===== config.mk =====
export PLATFORM = sky130hd
export DESIGN_NAME = long_op_ctrl
export DESIGN_NICKNAME = d
export VERILOG_FILES = /design/src/rtl/long_op_ctrl.sv
export SDC_FILE = /design/constraint.sdc
export NUM_CORES = 1
export LEC_CHECK = 0
export ABC_AREA = 1
export BUFFER_PORTS_ARGS = -buffer_cell sky130_fd_sc_hd__buf_2
export CORE_MARGIN = 5
export CORE_UTILIZATION = 45
export CTS_CLUSTER_DIAMETER = 80
export DETAILED_ROUTE_END_ITERATION = 12
export PLACE_DENSITY = 0.81
export SYNTH_ARGS = -nofsm -noshare
export SYNTH_HDL_FRONTEND = slang
export SYNTH_SLANG_ARGS = --single-unit

===== constraint.sdc =====
create_clock -name clk_i -period 1.4 [get_ports clk_i]
set_clock_uncertainty 0.05 [all_clocks]
set_input_delay 0 -clock clk_i [delete_from_list [all_inputs] [get_ports clk_i]]
set_output_delay 0 -clock clk_i [all_outputs]
set_load 0.05 [all_outputs]

===== src/rtl/long_op_ctrl.sv =====
// Sequencer for the shared-result-path multi-cycle units (MUL, DIV, FPU).
// Issues start pulses, stalls the pipe until completion, and raises a writeback pulse with the destination tag.
module long_op_ctrl #(
    parameter int MUL_LATENCY = 2
) (
    input  logic       clk_i,
    input  logic       rst_n_i,
    input  logic       issue_valid_i,
    input  logic [1:0] issue_unit_i,
    input  logic [4:0] issue_rd_i,
    input  logic       issue_rd_bank_i,
    input  logic       flush_i,
    input  logic       div_done_i,
    input  logic       fpu_done_i,
    input  logic [4:0] id_rs1_i,
    input  logic [4:0] id_rs2_i,
    input  logic       id_rs_bank_i,
    output logic       mul_start_o,
    output logic       div_start_o,
    output logic       fpu_start_o,
    output logic       unit_kill_o,
    output logic       stall_o,
    output logic       busy_o,
    output logic [1:0] result_sel_o,
    output logic       wb_valid_o,
    output logic [4:0] wb_rd_o,
    output logic       wb_rd_bank_o,
    output logic       raw_hazard_o
);

    typedef enum logic [2:0] {
        IDLE,
        MUL_WAIT,
        DIV_WAIT,
        FPU_WAIT,
        WB
    } state_t;

    localparam logic [1:0] UNIT_ALU = 2'd0;
    localparam logic [1:0] UNIT_FPU = 2'd1;
    localparam logic [1:0] UNIT_MUL = 2'd2;
    localparam logic [1:0] UNIT_DIV = 2'd3;
    localparam logic [3:0] MUL_LOAD = 4'(MUL_LATENCY - 1);

    state_t     state;
    logic [3:0] cnt;
    logic [1:0] unit_q;
    logic [4:0] rd_q;
    logic       bank_q;

    logic       in_wait;
    logic       in_wb;
    logic       accept;
    logic [3:0] cnt_dec;

    always_comb begin
        in_wait = (state == MUL_WAIT) || (state == DIV_WAIT) || (state == FPU_WAIT);
        in_wb   = (state == WB);
        // Reset is folded in so the combinational start/stall paths are quiet while rst_n_i is low.
        accept  = rst_n_i & issue_valid_i & (issue_unit_i != UNIT_ALU) & ~flush_i
                & ((state == IDLE) | in_wb);
        cnt_dec = cnt - 4'd1;

        mul_start_o  = accept & (issue_unit_i == UNIT_MUL);
        div_start_o  = accept & (issue_unit_i == UNIT_DIV);
        fpu_start_o  = accept & (issue_unit_i == UNIT_FPU);
        unit_kill_o  = in_wait & flush_i;
        stall_o      = accept | in_wait;
        busy_o       = in_wait | in_wb;
        result_sel_o = in_wb ? unit_q : UNIT_ALU;
        wb_valid_o   = in_wb & ~flush_i;
        wb_rd_o      = in_wb ? rd_q : 5'd0;
        wb_rd_bank_o = in_wb & bank_q;
        // x0 in the integer bank is hardwired zero and never a real dependency.
        raw_hazard_o = busy_o & (id_rs_bank_i == bank_q)
                     & ((id_rs1_i == rd_q) | (id_rs2_i == rd_q))
                     & ~(~bank_q & (rd_q == 5'd0));
    end

    always_ff @(posedge clk_i or negedge rst_n_i) begin
        if (!rst_n_i) begin
            state  <= IDLE;
            cnt    <= 4'd0;
            unit_q <= 2'd0;
            rd_q   <= 5'd0;
            bank_q <= 1'b0;
        end else begin
            case (state)
                IDLE, WB: begin
                    if (accept) begin
                        unit_q <= issue_unit_i;
                        rd_q   <= issue_rd_i;
                        bank_q <= issue_rd_bank_i;
                        case (issue_unit_i)
                            UNIT_MUL: begin
                                cnt   <= MUL_LOAD;
                                // Single-cycle multiplier completes straight into WB.
                                state <= (MUL_LOAD == 4'd0) ? WB : MUL_WAIT;
                            end
                            UNIT_DIV: state <= DIV_WAIT;
                            default:  state <= FPU_WAIT;
                        endcase
                    end else begin
                        state <= IDLE;
                    end
                end
                MUL_WAIT: begin
                    if (flush_i) begin
                        state <= IDLE;
                    end else begin
                        cnt <= cnt_dec;
                        if (cnt_dec == 4'd0) state <= WB;
                    end
                end
                DIV_WAIT: begin
                    if (flush_i)         state <= IDLE;
                    else if (div_done_i) state <= WB;
                end
                FPU_WAIT: begin
                    if (flush_i)         state <= IDLE;
                    else if (fpu_done_i) state <= WB;
                end
                default: state <= IDLE;
            endcase
        end
    end

endmodule


# Word-level counts from Yosys, hierarchy flattened
# Index checks and enable logic that the tools add are counted.
# W data, S select, Z words.
word_totals:
  regBits: 15
  elab_cells: 69
op_classes:
  mux: 15
  n_addsub: 1
  n_bitwise: 21
  n_reduce_logical: 11
  n_eq_ne: 16
op_table:
  columns: ["op", "n"]
  rows:
  - ["$mux W3", 7]
  - ["$and A1 B1 Y1", 14]
  - ["$mux W4", 3]
  - ["$pmux W3 S4", 1]
  - ["$eq A5 B5 Y1", 2]
  - ["$pmux W4 S2", 1]
  - ["$eq A3 B2 Y1 const B", 2]
  - ["$ne A2 B2 Y1 const B", 3]
  - ["$ne A3 B3 Y1 const B", 2]
  - ["$logic_not A5 Y1", 1]
  - ["$mux W5", 1]
  - ["$eq A2 B2 Y1 const B", 2]
  - ["$logic_not A4 Y1", 1]
  - ["$or A1 B1 Y1", 4]
  - ["$pmux W2 S2", 1]
  - ["$reduce_and A4 Y1", 1]
  - ["$reduce_bool A2 Y1", 2]
  - ["$sub A4 B1 Y4 const B", 1]
  - ["$eq A3 B1 Y1 const B", 1]
  - ["$eq A3 B3 Y1 const B", 1]
  - ["$logic_not A3 Y1", 1]
  - ["$ne A3 B2 Y1 const B", 1]
  - ["$not A1 Y1", 3]
  - ["$reduce_and A3 Y1", 1]
  - ["other kinds (6)", 7]

# Logic depth before layout (Yosys ltp)
logic_depth:
  depth_word: 7
  ltp_mapped: 10
  mapped_depth_nobuf: 10

# Worst setup path after synthesis
# No wires, ideal clock.
synth_path:
  path_type: "flip-flop to output port"
  startpoint: "register state[1]"
  endpoint: "output port raw_hazard_o"
  path_buffers: 0
  stages_incl_launch_ff: 6
  t_required_ps: 1350
  setup_slack_ps: -628
  arrival_ps: 1978
  cell_sequence: "dfrtp_1 -> nor2_4 -> nand2_2 -> nand2_1 -> nand3_1 -> a21oi_1"
synth_via:
  elab_chain_cells: 7
  elab_cells_between_ends: 10
synth_rtl:
  columns: ["element", "line", "rtl"]
  rows:
  - ["start, declared", "45", "state_t state;"]
  - ["start signal, assigned", "98", "state <= (MUL_LOAD == 4'd0) ? WB : MUL_WAIT;"]
  - ["$eq A3 B1 Y1 or $eq A3 B2 Y1 (tied branches)", "57", "in_wait = (state == MUL_WAIT) || (state == DIV_WAIT) || (state == FPU_WAIT);"]
  - ["$logic_or A1 B1 Y1 (2 in series)", "57", null]
  - ["$or A1 B1 Y1 *", "69", "busy_o = in_wait | in_wb;"]
  - ["named net busy_o", "23", "output logic busy_o,"]
  - ["$and A1 B1 Y1 *", "75", "raw_hazard_o = busy_o & (id_rs_bank_i == bank_q)"]
  - ["$and A1 B1 Y1 *", "76", "& ((id_rs1_i == rd_q) | (id_rs2_i == rd_q))"]
  - ["$and A1 B1 Y1 *", "77", "& ~(~bank_q & (rd_q == 5'd0));"]
  - ["end, declared", "28", "output logic raw_hazard_o"]
# Mark *: on every way through the listed nets, which the timed path passes. The rest lies on a longest branch.

# Final worst setup path
layout_path:
  startpoint: "register rd_q[0]"
  endpoint: "output port raw_hazard_o"
layout_via:
  elab_chain_cells: 4
  elab_cells_between_ends: 8
layout_rtl:
  columns: ["element", "line", "rtl"]
  rows:
  - ["start, declared", "48", "logic [4:0] rd_q;"]
  - ["start signal, assigned", "92", "rd_q <= issue_rd_i;"]
  - ["$eq A5 B5 Y1 or $logic_not A5 Y1 (tied branches)", "76, 77", null]
  - ["$or A1 B1 Y1 or $and A1 B1 Y1 (tied branches)", "76, 77", null]
  - ["$and A1 B1 Y1 or $not A1 Y1 (tied branches)", "76, 77", null]
  - ["$and A1 B1 Y1 *", "77", null]
# Every way passes the cells marked *; elsewhere a longest branch is shown, timed or not.

==> flow_summary.ini <==
[outcome]
status = finished with violations
violations = negative setup slack

[cells_and_area]
syn_to_final_growth_pct = 62.3
fill_cells = 162
n_antenna_cell = 0
layout-drive-gt1-share = 0.465
fin_util = 0.786
nets = 254
fin_area_sq_um = 1770

[worst_setup_path]
arrival_ns = 1.47
crit_type = reg2out
slowest_stage = dfrtp_1
crit_family = flip-flops
critical-path-max-stage-delay_ns = 0.44
cp.required_ns = 1.35
cp-end-kind = output port
critPathMaxFanout = 4
cp-start-kind = register
crit_buf_inv = 1
cp_cell_sequence = xor2_1 > nor2_1 > nand3_2 > a21oi_4 > buf_6

[logic_synthesis]
synth.area.top_cells = dfrtp_1 (34%), nand2_1 (17%), inv_1 (8.2%)
synth_top_area_cell = dfrtp_1
ys_seq_elements = 15
yosysWarnings = 0
syn_inst = 157
post-synth-top-count-cell = nand2_1
synth_area_sq_um = 1090
synth_edf_count = 0
yosys_most_used_dff = dfrtp_1
ys_seq_area_frac = 0.344
async_flop_share = 1.00
synth_area_per_cell_sq_um = 6.96
synth_top_cells_by_count = nand2_1 (49), inv_1 (24), nor2_1 (22)
yosysUniqueCellTypes = 25
synth_top_area_share = 0.344
synth_nets = 184

[die]
dieHeight_um = 59.3
coreArea_sq_um = 2250
row_count = 17
ios = 41
dieWidth_um = 59.3
dieArea_sq_um = 3510
start_util = 0.484

[sta]
timing.slew.headroom = 0.792
rsz0062_at_grt = yes
drv_slew = 0
final.setup.tns_ns = -0.995
fin_crit_sh = 1.09
setup_ws_ns = -0.125
max_clock_freq_ghz = 0.656
fin_crit_ns = 1.52
setup_viol = 12
hold_violations = 0
tightest_slew_ns = 0.310

[grt]
grt_pass1_vias = 1106
grt_pass1_wl_um = 4820
grt_max_degree = 16
gr-total-overflow = 0
grt_usage = 0.180
antenna_found_initial = 0

[placed_design]
post-dp-hpwl_um = 2020
gp_congestion = 0.830
port_buffers = 40
place_area_sq_um = 1350

[clocking]
cts_buffer_depth = 2
clk_root_buffer_cell = clkbuf_4
clkSlewWorstSetupHoldPaths_ns = 0.10
clock_latency_ns = 0.29
cts_buffers = 3
cts.sinks = 15
cts_tree = built
cts_max_level = 1

[drt]
first_iter_violations = 65
viasPerCell = 4.72
wl_um = 3130
first_pass_iters = 4
wl_per_cell_um = 12.3
drc = 0
via_count = 1200
ant_nets = 0

[power_and_ir_drop]
ir_drop_v = 0.000908
p_leak_nw = 0.944
p_total_mw = 1.86
p_per_area_nw_per_um2 = 1050

[min_path]
hp-class = in2reg

[run]
cap_viol_max_count = 0
[stage by stage]
stage	cells	setup WS (ns)	hold slack [ns]
finish	254	-0.125	0.0203
detailed placement	228	0.103	-0.0582
global route	254	-0.206	0.0307
floorplan	157	-0.134	-0.346
global placement	228	0.119	-0.0590
CTS	248	-0.0984	0.0156
[cells by family after synthesis]
group                      count (synthesis)  share of synthesized area
DFF                                       15                      0.344
buffers and inverters                     29                      0.117
AOI/OAI and AO/OA                         13                     0.0859
and+or+nand+nor                           94                      0.399
adders and majority gates                  2                     0.0229
xor gates and xnor gates                   4                     0.0321
[area by class of cell]
type,instances,area (sq um),share of cell area
multi-input cells,113,688,0.388
repair buffers,66,538,0.303
flip-flops and latches,15,375,0.212
inverters,28,110,0.0621
well taps,28,35.0,0.0198
clock buffers,4,26.3,0.0148
[routing by layer]
metal	wire length (um)	global-route usage
met1	1230	0.207
met2	1680	0.314
met3	190	0.0392
met4	22	0.0809
met5	0	0
[layout by cell type (no fill, tap or decap), types with 3 or more instances in the layout]
cell type	instances
buf_2	24
buf_4	14
buf_6	14
buf_8	3
clkbuf_4	3
dfrtp_1	15
dlygate4sd3_1	11
inv_1	19
inv_2	7
nand2_1	46
nand2_2	4
nand2_4	4
nand3_1	5
nor2_1	10
nor2_2	12
nor2_4	3
nor3_1	3
o21ai_0	3
o21ai_2	7
[final timing paths]
kind / from / endpoint / slack, ns / depth (start not counted)
worst max-delay path: rd_q[0] / raw_hazard_o / -0.12 / 5
worst min-delay path: flush_i / state[2] / 0.02 / 4
worst max register to register: state[1] / rd_q[4] / 0.07 / 7
worst min register to register: cnt[1] / cnt[1] / 0.48 / 2
max in group asynchronous: rst_n_i / cnt[1] / 0.95 / 3
min in group asynchronous: rst_n_i / state[2] / 0.16 / 3
[worst register-to-register path: cells and delay by family (launching register included)]
family          cells  cell delay [ns]
compound gates      1             0.05
buf+inv             3             0.38
flops               1             0.42
simple gates        3             0.36
[power breakdown]
part	switching (mW)	internal [mW]
Combinational	0.541	0.419
Sequential	0.0999	0.548
Clock	0.144	0.111
Total	0.784	1.08
[timing repair]
action,4_1_cts,5_1_grt
buffers inserted,5,6
pin swaps,5,6
endpoints found under the setup margin,16,22
gates resized for setup,47,20
hold buffers,11,0
endpoints found under the hold margin,25,0
[flip-flops by register name, indices dropped and copies added (netlist names)]
name	cells
bank_q	1
cnt	4
rd_q	5
state	3
unit_q	2
(Power assumes the default switching activity.)
